==> src/rtl/clahe_hist_accum.sv <==
// rtl/clahe_hist_accum.sv - per-tile histogram accumulator with read-modify-write forwarding
module clahe_hist_accum #(
    parameter int PIX_CNT_W = 20
) (
    input  logic                 pclk,
    input  logic                 rst,
    input  logic                 frame_start,
    input  logic                 frame_end,
    input  logic                 clear_done,
    input  logic                 in_valid,
    input  logic [7:0]           in_gray,
    input  logic [3:0]           in_tile_idx,
    output logic                 in_ready,
    output logic [3:0]           hist_rd_tile_idx,
    output logic [7:0]           hist_rd_addr,
    input  logic [15:0]          hist_rd_data,
    output logic                 hist_wr_en,
    output logic [3:0]           hist_wr_tile_idx,
    output logic [7:0]           hist_wr_addr,
    output logic [15:0]          hist_wr_data,
    output logic                 hist_done,
    output logic [PIX_CNT_W-1:0] pix_cnt
);

    localparam logic [2:0] IDLE     = 3'd0;
    localparam logic [2:0] WAIT_CLR = 3'd1;
    localparam logic [2:0] ACCUM    = 3'd2;
    localparam logic [2:0] DRAIN    = 3'd3;
    localparam logic [2:0] DONE     = 3'd4;

    logic [2:0]  state;
    logic [1:0]  drain_cnt;
    logic        accept;

    logic        s1_valid;
    logic [7:0]  s1_gray;
    logic [3:0]  s1_tile;
    logic [15:0] base;
    logic [15:0] s1_count;

    logic        s3_valid;
    logic [7:0]  s3_gray;
    logic [3:0]  s3_tile;
    logic [15:0] s3_data;

    assign in_ready         = (state == ACCUM);
    assign hist_done        = (state == DONE);
    assign accept           = in_valid & in_ready;
    assign hist_rd_addr     = in_gray;
    assign hist_rd_tile_idx = in_tile_idx;

    // S2 holds a write not yet in RAM; S3 holds the write the RAM read may have missed.
    always_comb begin
        base = hist_rd_data;
        if (hist_wr_en && hist_wr_tile_idx == s1_tile && hist_wr_addr == s1_gray)
            base = hist_wr_data;
        else if (s3_valid && s3_tile == s1_tile && s3_gray == s1_gray)
            base = s3_data;
        s1_count = (base == 16'hFFFF) ? base : base + 16'd1;
    end

    always_ff @(posedge pclk or posedge rst) begin
        if (rst) begin
            state     <= IDLE;
            drain_cnt <= 2'd0;
        end else begin
            case (state)
                IDLE: begin
                    if (frame_start)
                        state <= clear_done ? ACCUM : WAIT_CLR;
                end
                WAIT_CLR: begin
                    if (clear_done)
                        state <= ACCUM;
                end
                ACCUM: begin
                    drain_cnt <= 2'd0;
                    if (frame_end)
                        state <= DRAIN;
                end
                DRAIN: begin
                    if (drain_cnt == 2'd2)
                        state <= DONE;
                    else
                        drain_cnt <= drain_cnt + 2'd1;
                end
                DONE:    state <= IDLE;
                default: state <= IDLE;
            endcase
        end
    end

    always_ff @(posedge pclk or posedge rst) begin
        if (rst) begin
            pix_cnt <= '0;
        end else if (state == IDLE && frame_start) begin
            pix_cnt <= '0;
        end else if (accept) begin
            pix_cnt <= pix_cnt + PIX_CNT_W'(1);
        end
    end

    always_ff @(posedge pclk or posedge rst) begin
        if (rst) begin
            s1_valid         <= 1'b0;
            s1_gray          <= 8'd0;
            s1_tile          <= 4'd0;
            hist_wr_en       <= 1'b0;
            hist_wr_tile_idx <= 4'd0;
            hist_wr_addr     <= 8'd0;
            hist_wr_data     <= 16'd0;
            s3_valid         <= 1'b0;
            s3_gray          <= 8'd0;
            s3_tile          <= 4'd0;
            s3_data          <= 16'd0;
        end else begin
            s1_valid <= accept;
            if (accept) begin
                s1_gray <= in_gray;
                s1_tile <= in_tile_idx;
            end
            hist_wr_en <= s1_valid;
            if (s1_valid) begin
                hist_wr_tile_idx <= s1_tile;
                hist_wr_addr     <= s1_gray;
                hist_wr_data     <= s1_count;
            end
            s3_valid <= hist_wr_en;
            if (hist_wr_en) begin
                s3_gray <= hist_wr_addr;
                s3_tile <= hist_wr_tile_idx;
                s3_data <= hist_wr_data;
            end
        end
    end

endmodule

==> config.mk <==
export PLATFORM = sky130hd
export DESIGN_NAME = clahe_hist_accum
export DESIGN_NICKNAME = d
export VERILOG_FILES = /design/src/rtl/clahe_hist_accum.sv
export SDC_FILE = /design/constraint.sdc
export NUM_CORES = 1
export LEC_CHECK = 0
export ABC_CLOCK_PERIOD_IN_PS = 7900
export CAP_MARGIN = 20
export CORE_ASPECT_RATIO = 1.2
export CORE_UTILIZATION = 30
export CTS_CLUSTER_DIAMETER = 30
export DETAILED_ROUTE_END_ITERATION = 10
export PLACE_DENSITY = 0.61
export SLEW_MARGIN = 20
export SYNTH_ARGS = -nofsm -noshare
export SYNTH_HDL_FRONTEND = slang
export SYNTH_SLANG_ARGS = --single-unit
==> constraint.sdc <==
create_clock -name pclk -period 7.9 [get_ports pclk]
set_input_delay 1.58 -clock pclk [delete_from_list [all_inputs] [get_ports pclk]]
set_output_delay 1.58 -clock pclk [all_outputs]
set_load 0.02 [all_outputs]
# Word level (Yosys, flattened, before mapping)
# Cells that the tools add are included.
word_totals:
  register_bits: 96
  latch_bits: 0
  ramBits: 0
  mem_bits_ro: 0
  in_bits: 34
  out_inout_bits: 63
  word_cells: 56
  mem_count: 0
op_classes:
  n_addsub: 3
  multipliers: 0
  div_mod_pow: 0
  magnitude_cmp: 0
  eq_ne: 15
  n_shift: 0
  mux: 13
  bitwise_logic: 1
  n_reduce_logical: 10
ops:
  columns: ["op", "count"]
  rows:
  - ["$mux 16", 3]
  - ["$mux 20", 2]
  - ["$add 20x1->20 const B", 1]
  - ["$add 16x1->16 const B", 1]
  - ["$eq 16x16->1 const B", 1]
  - ["$eq 8x8->1", 2]
  - ["$mux 3", 4]
  - ["$pmux 3 s4", 1]
  - ["$ne 2x2->1 const B", 5]
  - ["$eq 4x4->1", 2]
  - ["$eq 3x2->1 const B", 2]
  - ["$logic_and 1x1->1", 5]
  - ["$mux 2", 2]
  - ["$pmux 2 s2", 1]
  - ["$reduce_and 4->1", 1]
  - ["$reduce_bool 2->1", 2]
  - ["$eq 3x1->1 const B", 1]
  - ["$eq 3x3->1 const B", 1]
  - ["$logic_not 3->1", 1]
  - ["$add 2x1->2 const B", 1]
  - ["$eq 2x2->1 const B", 1]
  - ["$reduce_and 2->1", 1]
  - ["$and 1x1->1", 1]

# Depth between registers and ports, before layout
depth:
  word_depth: 7
  mapped_depth: 13
  mapped_depth_nobuf: 10

# Least setup slack after synthesis
# No wires, ideal clock.
synth_timing:
  kind: "in2out"
  startpoint: "input in_gray[0]"
  endpoint: "output hist_rd_addr[0]"
  arrival_time_ps: 1714
  required_time_ps: 6320
  path_slack_ps: 4606
  path_stages: 1
  path_buffers: 1
  path_cell_list: "buf_4"
synth_rtl:
  columns: ["item", "line", "rtl"]
  rows:
  - ["start, declared", "11", "input logic [7:0] in_gray,"]
  - ["end, declared", "15", "output logic [7:0] hist_rd_addr,"]
# No word-level cell between the ends.

# Worst setup path after layout
layout_timing:
  startpoint: "input in_tile_idx[3]"
  endpoint: "output hist_rd_tile_idx[3]"
layout_rtl:
  columns: ["item", "line", "rtl"]
  rows:
  - ["start, declared", "12", "input logic [3:0] in_tile_idx,"]
  - ["end, declared", "14", "output logic [3:0] hist_rd_tile_idx,"]
# No word-level cell between the ends.

==> flow_metrics.env <==
export IMPL_die_area_um2=17670
export IMPL_grt_pass1_wl_um=20510
export IMPL_die_h_um=145.4
export IMPL_setup_tns_ns=0
export IMPL_tightestPinTransition_ns=0.9817
export IMPL_layout_nets=602
export IMPL_synth_xor_area_share_pct=7.153
export IMPL_syn_to_final_growth_pct=27.45
export IMPL_drive_gt1_share_pct=15.59
export IMPL_synth_seq_cells=96
export IMPL_synth_compound_gate_area_share_pct=11.56
export IMPL_crit_fanout=2
export IMPL_ctsRootBufferMaster="clkbuf_16"
export IMPL_rows=52
export IMPL_cp_arrival_ns=2.68
export IMPL_synth_cell_types=61
export IMPL_async_flop_share_pct=100.0
export IMPL_rsz0062_at_grt="false"
export IMPL_p_leak_nw=2.647
export IMPL_startpoint_type="input port"
export IMPL_gr_total_overflow=0
export IMPL_power_switching_w=0.0008277
export IMPL_clock_sinks=96
export IMPL_hp_class="reg2reg"
export IMPL_avgRoutedWirePerCell_um=15.90
export IMPL_vias=4032
export IMPL_cp_data_required_time_ns=6.32
export IMPL_drc=0
export IMPL_dp_hpwl_um=8843
export IMPL_pwr_share_seq_pct=39.9
export IMPL_period_needed_ns=4.260
export IMPL_antenna_left=0
export IMPL_cpPeakStageDelay_ns=0.61
export IMPL_stdcell_count=787
export IMPL_synth_avg_cell_area_um2=10.52
export IMPL_hold_viol=0
export IMPL_end_kind="output port"
export IMPL_cts_resized=0
export IMPL_critPathKind="in2out"
export IMPL_h_tree_depth=3
export IMPL_routed_wl_um=12510
export IMPL_grt_antenna_before_repair=0
export IMPL_diodes=0
export IMPL_grt_pass1_vias=3981
export IMPL_path_buf_inv=2
export IMPL_ys_flop_type="dfrtp_1"
export IMPL_slowest_stage="clkdlybuf4s50_1"
export IMPL_seq_area_frac_synth_pct=46.72
export IMPL_p_int_w=0.001453
export IMPL_fmax_mhz=234.8
export IMPL_grt_start_max_net_pins=66
export IMPL_fillers=1655
export IMPL_initial_utilization_pct=30.64
export IMPL_skew_ns=0.01309
export IMPL_setup_violations=0
export IMPL_drt_first_pass_iters=5
export IMPL_synth_area_mux_share_pct=13.26
export IMPL_grtUsageTotal_pct=14.77
export IMPL_vdd_drop_max_uv=113.2
export IMPL_postCtsSetupBuffers=0
export IMPL_cpLargestDelayFamily="buffers and inverters"
export IMPL_sw_frac_of_total_pct=36.30
export IMPL_synthCells=489
export IMPL_place_inst=771
export IMPL_crit_chain="clkdlybuf4s50_1 > clkdlybuf4s50_1"
export IMPL_clock_tree_buffer_depth=2
export IMPL_synthAdderAreaFrac_pct=0.4866
export IMPL_tritoncts="done"
export IMPL_cap_violations=0
export IMPL_combPwrFrac_pct=38.4
export IMPL_path_clk_slew_ns=0.07
export IMPL_r2r_setup_slack_ns=3.92
export IMPL_clk_latency_ns=0.35
export IMPL_yosys_area_share_simple_pct=15.77
export IMPL_place_congestion=0.8065
export IMPL_yosys_warnings=0
export IMPL_drv_slew=0
export IMPL_powerDensity_nw_per_um2=348.0
export IMPL_netlist_area_um2=5142
export IMPL_synth_nets=525
export IMPL_status="finished, final reports clean"
export IMPL_slew_headroom_pct=34.56
export IMPL_clockPowerShare_pct=21.6
export IMPL_io_pins=97
export IMPL_cts_hold_buf=0
export IMPL_finalCritPeriodShare_pct=53.92
export IMPL_drt_iter0_markers=226
export IMPL_cpMostUsedCell="clkdlybuf4s50_1"
export IMPL_cts_buffers_inserted=9
export IMPL_vias_per_cell=5.123
export IMPL_portBuffers=96
export IMPL_die_w_um=121.5
export IMPL_synth_top_family_by_area="simple AND/OR/NAND/NOR gates"
export IMPL_core_region_area_um2=16790
export IMPL_synth_edf_count=0
## synthesized netlist by cell type (all sizes together), types with 2 or more instances
cell	instances	area, µm²
or3	4	25.02
a211oi	3	22.52
nor4	5	82.58
xnor2	26	227.7
a21oi	21	108.9
nand4	13	87.58
clkbuf	16	60.06
a21o	3	22.52
nor2	36	135.1
xor2	16	140.1
a2bb2oi	4	35.03
nand3	19	95.09
inv	9	33.78
nor3	6	35.03
nor2b	5	31.28
a22o	3	26.28
nor3b	2	15.01
o21bai	2	15.01
a31o	2	17.52
mux2i	13	130.1
o21a	2	15.01
a31oi	9	77.57
or4	4	30.03
o21ai	29	145.1
mux2	49	551.8
dfrtp	96	2402
or3b	2	17.52
and4	2	17.52
nand2b	3	18.77
nand2	40	152.6
and3	2	12.51
a41o	3	30.03
o22ai	3	18.77
ha	2	25.02
buf	21	166.4
and2	4	25.02
## power groups by stage
stage | clock [W] | combinational [W] | sequential (W)
after CTS | 0.000506 | 0.000893 | 0.000912
after global routing | 0.000530 | 0.000952 | 0.000949
after global placement | 0 | 0.000869 | 0.000908
after detailed placement | 0 | 0.000890 | 0.000920
final | 0.000494 | 0.000877 | 0.000910
after floorplan | 0 | 0.000506 | 0.000950
## sequential cells by signal (all words and copies together), names as in the netlist
name and count:
drain_cnt 2, hist_wr_addr 8, hist_wr_data 16, hist_wr_en 1
hist_wr_tile_idx 4, pix_cnt 20, s1_gray 8, s1_tile 4
s1_valid 1, s3_data 16, s3_gray 8, s3_tile 4
s3_valid 1, state 3
## worst paths after layout
kind,cells after the start,endpoint,startpoint
min reg2reg,1,s3_data[9]$_DFFE_PP0P_,s3_data[9]$_DFFE_PP0P_
max in group asynchronous,3,s3_data[11]$_DFFE_PP0P_,rst
max reg2reg,11,hist_wr_data[3]$_DFFE_PP0P_,s1_gray[4]$_DFFE_PP0P_
min in group asynchronous,2,s1_gray[7]$_DFFE_PP0P_,rst
max,2,hist_rd_tile_idx[3],in_tile_idx[3]
min,1,s3_data[9]$_DFFE_PP0P_,s3_data[9]$_DFFE_PP0P_
## routing by layer
metal	vias to the layer above	GRT usage (%)	share of wire (%)
met5	-	0	0
met4	0	5.679	1.6
met3	17	3.723	6.7
met2	143	24.29	48
met1	1978	18.43	43
li1	1894	-	-
## through the flow
stage / utilization, % / setup slack (ns) / hold slack, ns / power (W) / area (µm²)
floorplan: - / 3.815 / 0.3519 / 0.001456 / 5142
global placement: 37.02 / 3.660 / 0.4883 / 0.001777 / 6213
detailed placement: 37.02 / 3.646 / 0.4958 / 0.001810 / 6213
CTS: 39.04 / 3.637 / 0.5130 / 0.002311 / 6554
global route: 39.04 / 3.598 / 0.5220 / 0.002431 / 6554
finish: 39.04 / 3.640 / 0.5100 / 0.002280 / 6554
## cell usage in the layout (no fill, tap or decap), types with 3 or more instances in the layout
cell type	synthesis	routed
inv_1	9	8
or4_1	4	4
xnor2_1	26	26
buf_4	12	7
or3_1	4	4
a211oi_1	3	3
mux2_2	49	49
nor2_1	36	36
and2_1	4	4
o21ai_0	27	27
clkbuf_16	0	9
xor2_1	16	16
nor2b_1	5	5
nor4_4	3	3
o22ai_1	3	3
nand2_1	39	39
a2bb2oi_1	4	4
a31oi_1	7	7
mux2i_1	13	13
nand3_1	19	19
dfrtp_1	96	96
nor3_1	5	5
a21oi_1	20	20
clkdlybuf4s50_1	0	96
a21o_1	3	3
clkbuf_8	0	3
nand2b_1	3	3
nand4_1	12	12
a22o_1	3	3
a41o_1	3	3
## cell type report
cell class	count	area, µm²	share of cell area, %
multi-input cells	347	2492	38.03
well taps	216	270.3	4.124
flip-flops and latches	96	2402	36.66
inverters	9	35.03	0.5346
clock inverters	4	73.82	1.126
clock buffers	12	266.5	4.066
repair buffers	103	1013	15.46
## cells by family (layout without fill, tap and decap cells)
| group | Yosys count | in the layout |
|---|---|---|
| compound gates | 91 | 91 |
| xor+xnor | 42 | 42 |
| fa+ha+maj | 2 | 2 |
| buf+inv | 46 | 128 |
| flops | 96 | 96 |
| mux | 62 | 62 |
| simple gates | 150 | 150 |
Note: power is estimated with default switching activity, not from simulation.
